==> config.mk <==
export PLATFORM = sky130hd
export DESIGN_NAME = rr_burst_scheduler_flat
export DESIGN_NICKNAME = d
export VERILOG_FILES = /design/src/rtl/rr_burst_scheduler_if.sv /design/src/rtl/rr_burst_scheduler.sv /design/src/flat_wrapper.sv
export SDC_FILE = /design/constraint.sdc
export NUM_CORES = 1
export LEC_CHECK = 0
export CORE_MARGIN = 10
export CORE_UTILIZATION = 44
export DETAILED_ROUTE_END_ITERATION = 8
export GPL_TIMING_DRIVEN = 0
export PLACE_DENSITY = 0.76
export SYNTH_ARGS = -nofsm -noshare
export SYNTH_HDL_FRONTEND = slang
export SYNTH_SLANG_ARGS = --single-unit
==> constraint.sdc <==
create_clock -name clock -period 2.32 [get_ports clock]
set_input_delay 0.464 -clock clock [delete_from_list [all_inputs] [get_ports clock]]
set_output_delay 0.464 -clock clock [all_outputs]
set_load 0.005 [all_outputs]
==> src/rtl/rr_burst_scheduler_if.sv <==
// Request/grant and beat handshake bundle between requesters, the shared resource and the
// round-robin burst scheduler.
interface rr_burst_scheduler_if #(
  parameter int unsigned N_REQ = 4,
  parameter int unsigned LEN_W = 4
);
  localparam int unsigned OW = (N_REQ > 1) ? $clog2(N_REQ) : 1;

  logic [N_REQ-1:0]       req;
  logic [N_REQ*LEN_W-1:0] req_len;
  logic                   beat_ready;
  logic [N_REQ-1:0]       grant;
  logic [OW-1:0]          owner;
  logic                   busy;
  logic                   beat_valid;
  logic                   done;
  logic                   timeout_err;

  // Requester ring plus resource side: drives requests and beat_ready, observes the grant.
  modport master (
    output req, req_len, beat_ready,
    input  grant, owner, busy, beat_valid, done, timeout_err
  );

  // Scheduler side.
  modport slave (
    input  req, req_len, beat_ready,
    output grant, owner, busy, beat_valid, done, timeout_err
  );
endinterface

==> src/rtl/rr_burst_scheduler.sv <==
// Round-robin burst scheduler: grants one requester a whole burst of beats, releasing on the
// last accepted beat or after a run of stalled cycles.
module rr_burst_scheduler #(
  parameter int unsigned N_REQ   = 4,
  parameter int unsigned LEN_W   = 4,
  parameter int unsigned TIMEOUT = 15
) (
  input logic                 clock,
  input logic                 reset,
  rr_burst_scheduler_if.slave bus
);

  localparam int unsigned OW  = (N_REQ > 1) ? $clog2(N_REQ) : 1;
  localparam int unsigned OW1 = OW + 1;
  localparam int unsigned SW  = (TIMEOUT > 1) ? $clog2(TIMEOUT + 1) : 1;

  localparam logic [1:0] IDLE  = 2'd0;
  localparam logic [1:0] BURST = 2'd1;
  localparam logic [1:0] DONE  = 2'd2;

  logic [1:0]       state_q, state_d;
  logic [OW-1:0]    ptr_q, ptr_d;
  logic [OW-1:0]    owner_q, owner_d;
  logic [N_REQ-1:0] grant_q, grant_d;
  logic [LEN_W-1:0] len_q, len_d;
  logic [LEN_W-1:0] beat_q, beat_d;
  logic [SW-1:0]    stall_q, stall_d;
  logic             tmo_q, tmo_d;

  // Arbitration: rotate requests so the pointer sits at bit 0, then take the lowest set bit.
  logic [2*N_REQ-1:0] req_dbl;
  logic               any_req;
  logic [OW1-1:0]     wsum;
  logic [OW-1:0]      winner;
  logic [N_REQ-1:0]   win_onehot;
  logic [LEN_W-1:0]   win_len;

  always_comb begin
    req_dbl = {bus.req, bus.req} >> ptr_q;
    any_req = 1'b0;
    wsum    = '0;
    for (int k = 0; k < int'(N_REQ); k++) begin
      if (!any_req && req_dbl[k]) begin
        any_req = 1'b1;
        wsum    = {1'b0, ptr_q} + OW1'(k);
      end
    end
    winner = (wsum >= OW1'(N_REQ)) ? OW'(wsum - OW1'(N_REQ)) : OW'(wsum);

    win_onehot = '0;
    win_len    = '0;
    for (int i = 0; i < int'(N_REQ); i++) begin
      if (winner == OW'(i)) begin
        win_onehot[i] = 1'b1;
        win_len       = bus.req_len[i*LEN_W +: LEN_W];
      end
    end
  end

  logic             beat_last;
  logic             stall_last;
  logic [OW-1:0]    ptr_after;

  always_comb begin
    beat_last  = (beat_q + LEN_W'(1)) == len_q;
    stall_last = (stall_q + SW'(1)) == SW'(TIMEOUT);
    ptr_after  = (owner_q == OW'(N_REQ - 1)) ? '0 : owner_q + OW'(1);
  end

  always_comb begin
    state_d = state_q;
    ptr_d   = ptr_q;
    owner_d = owner_q;
    grant_d = grant_q;
    len_d   = len_q;
    beat_d  = beat_q;
    stall_d = stall_q;
    tmo_d   = 1'b0;

    case (state_q)
      BURST: begin
        if (bus.beat_ready) begin
          // An accepted beat always wins over a stall timeout in the same cycle.
          beat_d  = beat_q + LEN_W'(1);
          stall_d = '0;
          if (beat_last) begin
            state_d = DONE;
            grant_d = '0;
            ptr_d   = ptr_after;
          end
        end else begin
          stall_d = stall_q + SW'(1);
          if (stall_last) begin
            state_d = DONE;
            grant_d = '0;
            ptr_d   = ptr_after;
            tmo_d   = 1'b1;
          end
        end
      end
      default: begin
        // IDLE and DONE both arbitrate, so back-to-back bursts have a single gap cycle.
        if (any_req) begin
          state_d = BURST;
          grant_d = win_onehot;
          owner_d = winner;
          len_d   = (win_len == '0) ? LEN_W'(1) : win_len;
          beat_d  = '0;
          stall_d = '0;
        end else begin
          state_d = IDLE;
          grant_d = '0;
        end
      end
    endcase
  end

  always_ff @(posedge clock) begin
    if (reset) begin
      state_q <= IDLE;
      ptr_q   <= '0;
      owner_q <= '0;
      grant_q <= '0;
      len_q   <= '0;
      beat_q  <= '0;
      stall_q <= '0;
      tmo_q   <= 1'b0;
    end else begin
      state_q <= state_d;
      ptr_q   <= ptr_d;
      owner_q <= owner_d;
      grant_q <= grant_d;
      len_q   <= len_d;
      beat_q  <= beat_d;
      stall_q <= stall_d;
      tmo_q   <= tmo_d;
    end
  end

  assign bus.grant       = grant_q;
  assign bus.owner       = owner_q;
  assign bus.busy        = (state_q == BURST);
  assign bus.beat_valid  = (state_q == BURST);
  assign bus.done        = (state_q == DONE);
  assign bus.timeout_err = tmo_q;

  grant_onehot_a: assert property (@(posedge clock) disable iff (reset) $onehot0(grant_q));
  grant_stable_a: assert property (@(posedge clock) disable iff (reset)
    (state_q == BURST && state_d == BURST) |=> $stable(grant_q));

endmodule
==> src/flat_wrapper.sv <==
// flat-port wrapper written by rule: the top's interface ports become plain ports
module rr_burst_scheduler_flat 
#(
  parameter int unsigned N_REQ   = 4,
  parameter int unsigned LEN_W   = 4,
  parameter int unsigned TIMEOUT = 15
)
  (clock, reset, bus_req, bus_req_len, bus_beat_ready, bus_grant, bus_owner, bus_busy, bus_beat_valid, bus_done, bus_timeout_err);
  rr_burst_scheduler_if #(.N_REQ(N_REQ), .LEN_W(LEN_W)) bus_i ();
  input logic clock;
  input logic reset;
  input wire logic [$bits(bus_i.req)-1:0] bus_req;
  input wire logic [$bits(bus_i.req_len)-1:0] bus_req_len;
  input wire logic [$bits(bus_i.beat_ready)-1:0] bus_beat_ready;
  output wire logic [$bits(bus_i.grant)-1:0] bus_grant;
  output wire logic [$bits(bus_i.owner)-1:0] bus_owner;
  output wire logic [$bits(bus_i.busy)-1:0] bus_busy;
  output wire logic [$bits(bus_i.beat_valid)-1:0] bus_beat_valid;
  output wire logic [$bits(bus_i.done)-1:0] bus_done;
  output wire logic [$bits(bus_i.timeout_err)-1:0] bus_timeout_err;
  assign bus_i.req = bus_req;
  assign bus_i.req_len = bus_req_len;
  assign bus_i.beat_ready = bus_beat_ready;
  assign bus_grant = bus_i.grant;
  assign bus_owner = bus_i.owner;
  assign bus_busy = bus_i.busy;
  assign bus_beat_valid = bus_i.beat_valid;
  assign bus_done = bus_i.done;
  assign bus_timeout_err = bus_i.timeout_err;
  rr_burst_scheduler #(.N_REQ(N_REQ), .LEN_W(LEN_W), .TIMEOUT(TIMEOUT)) u_core (.clock(clock), .reset(reset), .bus(bus_i));
endmodule
==> impl_metrics.yaml <==
outcome:
  status: "complete, no violations"
sta:
  min_period_ns: 2.25
  slew_headroom_pct: 49.2
  setup_viol: 0
  finalHoldViolations: 0
  rsz0062_at_grt: "no"
  fin_crit_sh_pct: 97.2
  tightest_slew_ns: 0.755
  fin_ws_ns: 0.0654
  fmax_mhz: 444
  skew_ns: 0.00580
  maxSlewViolCount: 0
worst_setup_path:
  r2r_end: "u_core.len_q[0]"
  rr_startpoint: "u_core.ptr_q[0]"
  crit_path_end_kind: "flip-flop"
  path_class: "in2reg"
  cp_max_fo: 6
  crit_path_start_kind: "primary input"
  r2r_slack_ns: 0.21
  reg2regPathDepth: 7
  required_ns: 2.55
  worstPathArrival_ns: 2.49
grt:
  grt_max_degree: 14
  gr-total-overflow: 0
  antenna_found_initial: 0
  grtUsageTotal_pct: 13.1
  grt_pass1_vias: 1275
  grt_pass1_wl_mm: 5.87
finish:
  final_area_um2: 1750
  antennaDiodeCount: 0
  drive_gt1_share_pct: 10.1
  area_growth_pct: 33.0
  nNetsFinal: 226
  fin_cells: 229
power_and_ir_drop:
  comb_power_share_pct: 27.8
  peakVddDrop_uv: 320
  power_frac_seq_pct: 50.4
  pwr-share-clk_pct: 21.8
  sw_frac_of_total_pct: 29.8
  p_per_area_nw_per_um2: 491
  internal_power_uw: 604
  power_uw: 861
  p_switching_uw: 257
  p_leak_nw: 0.686
clock_network:
  clk_latency_ns: 0.32
  clock_sinks: 23
  cts_buffers: 3
  path_clk_slew_ns: 0.13
  htreeDepth: 1
  cts_root_buf: "clkbuf_4"
  tritoncts: "done"
  cts_buffer_depth: 2
  hold_buffers: 0
synthesis:
  muxShareOfSynthArea_pct: 4.08
  synthAdderAreaFrac_pct: 3.80
  dominantRegCellSynth: "dfxtp_1"
  synth_edf_count: 0
  ys_seq_elements: 23
  synth-xor-area-share_pct: 5.03
  synthSimpleGateAreaFrac_pct: 22.7
  netlist_instances: 161
  synth.avg_cell_area_um2: 8.18
  synthesis.area_um2: 1320
  ys_warn_count: 0
  ys_types: 42
  synth-compound-area-share_pct: 23.6
  synth_top_family_by_area: "compound AO/OA/AOI/OAI gates"
  yosysSeqAreaShare_pct: 34.9
  synth-async-reset-ratio_pct: 0
  syn_nets: 188
floorplan:
  die_w_um: 74.7
  num_rows: 19
  core_area_um2: 2810
  die_h_um: 74.7
  boundaryPins: 33
  start_util_pct: 47.0
  fp.dieArea_um2: 5580
detailed_routing:
  wl_per_cell_um: 15.6
  remaining_drc_errors: 0
  dr.pass1.iters: 4
  antenna_left: 0
  drtIter0Drc: 55
  num_vias: 1298
  vias_per_cell: 5.67
  wl_mm: 3.57
place:
  io_buffers: 32
  place_inst: 224
  dpl_cell_area_um2: 1680
  gp_congestion: 0.834
  pre_cts_slack_ns: -0.653
  dp_hpwl_mm: 2.68
hold_path:
  hold_path_end: "u_core.len_q[3]"
  hp-class: "reg2reg"
  holdPathStages: 2
  worstHoldStart: "u_core.len_q[3]"
flow_run:
  max_cap_violations: 0
-- logic make-up after synthesis --
group,count (synthesis)
AO/OA/AOI/OAI,45
AND/OR/NAND/NOR,61
flip-flops,23
buffers and inverters,17
adder cells (fa/ha/maj),4
multiplexers,5
XOR/XNOR,6
-- metal layers --
layer | track usage, % | vias to the layer above | share of wire [%]
met5 | 0 | - | 0
met4 | 5.04 | 0 | 1.3
met3 | 2.89 | 5 | 7.4
met2 | 23.2 | 39 | 46
met1 | 15.0 | 596 | 45
li1 | - | 658 | -
-- cell usage after synthesis (4+ instances only) --
| library cell | number | area, um^2 |
|---|---|---|
| dfxtp_1 | 23 | 460 |
| nor2_1 | 16 | 60.1 |
| nand2_1 | 15 | 56.3 |
| a21oi_1 | 13 | 65.1 |
| inv_1 | 7 | 26.3 |
| clkbuf_1 | 6 | 22.5 |
| nand3_1 | 6 | 30.0 |
| nor2b_1 | 6 | 37.5 |
| o211ai_1 | 6 | 45.0 |
| o21ai_0 | 5 | 25.0 |
| a32oi_1 | 4 | 35.0 |
| ha_1 | 4 | 50.1 |
| nor3_1 | 4 | 20.0 |
-- cell type report --
class / instances / area (um^2)
plain buffers: 9 / 57.6
clock buffers: 3 / 22.5
clock inverters: 1 / 5.00
fillers: 244 / 1050
inverters: 7 / 26.3
multi-input cells: 121 / 812
flip-flops and latches: 23 / 460
well taps: 31 / 38.8
repair buffers: 34 / 330
-- flip-flops by register name, indices dropped and copies added (netlist names) --
register	flops
u_core.beat_q	4
u_core.bus.grant	4
u_core.bus.owner	2
u_core.bus.timeout_err	1
u_core.len_q	4
u_core.ptr_q	2
u_core.stall_q	4
u_core.state_q	2
-- worst max-delay path by stage --
stage                       from              end  depth (start not counted)
6_report              bus_req[0]  u_core.len_q[0]                          8
3_3_place_gp          bus_req[1]  u_core.len_q[0]                          8
5_1_grt               bus_req[2]  u_core.len_q[0]                          8
4_1_cts        u_core.state_q[1]         bus_busy                          5
2_1_floorplan         bus_req[2]  u_core.len_q[0]                          7
3_5_place_dp          bus_req[1]  u_core.len_q[0]                          8
-- metrics by stage --
step                      hold slack [ns]  util, %  TNS [ns]
after floorplan                     0.448        -         0
after global placement              0.466     59.8     -2.64
after detailed placement            0.470     59.8     -3.27
after CTS                           0.490     62.1         0
after global routing                0.506     62.5         0
final                               0.489     62.5         0
-- layout by cell type (no fill, tap or decap), drive strengths merged, types with 2 or more instances in the layout --
cell / n
o21ai: 5
o211ai: 6
or3: 2
a22oi: 2
dfxtp: 23
a211oi: 2
nor2: 16
xor2: 2
mux2: 3
or4: 2
nand2: 15
nor2b: 6
clkdlybuf4s50: 28
and2: 3
a21oi: 13
o21a: 3
nor4: 2
nand3: 6
ha: 4
mux2i: 2
inv: 7
xnor2: 3
buf: 6
o21bai: 2
clkbuf: 8
nor3: 4
a32oi: 4
dlygate4sd2: 4
-- critical path, stage by stage --
cell and delay [ns]:
dlygate4sd2_1 0.27, nor2b_1 0.13, or4b_1 0.52, buf_6 0.15
nand2_4 0.09, mux2_2 0.35, o21a_1 0.18, o41ai_2 0.33
-- timing repair --
item | in CTS | in global routing
resized for setup | 13 | 2
setup buffers | 2 | 0
setup endpoints to repair | 6 | 2
pin swaps | 2 | 0
-- power by group through the flow --
stage                     sequential, mW  combinational, mW  clock [mW]
after floorplan                    0.437              0.132           0
after global placement             0.440              0.219           0
after detailed placement           0.441              0.223           0
after CTS                          0.433              0.234       0.192
after global routing               0.437              0.264       0.210
final                              0.434              0.239       0.188
(Power assumes the default switching activity.)
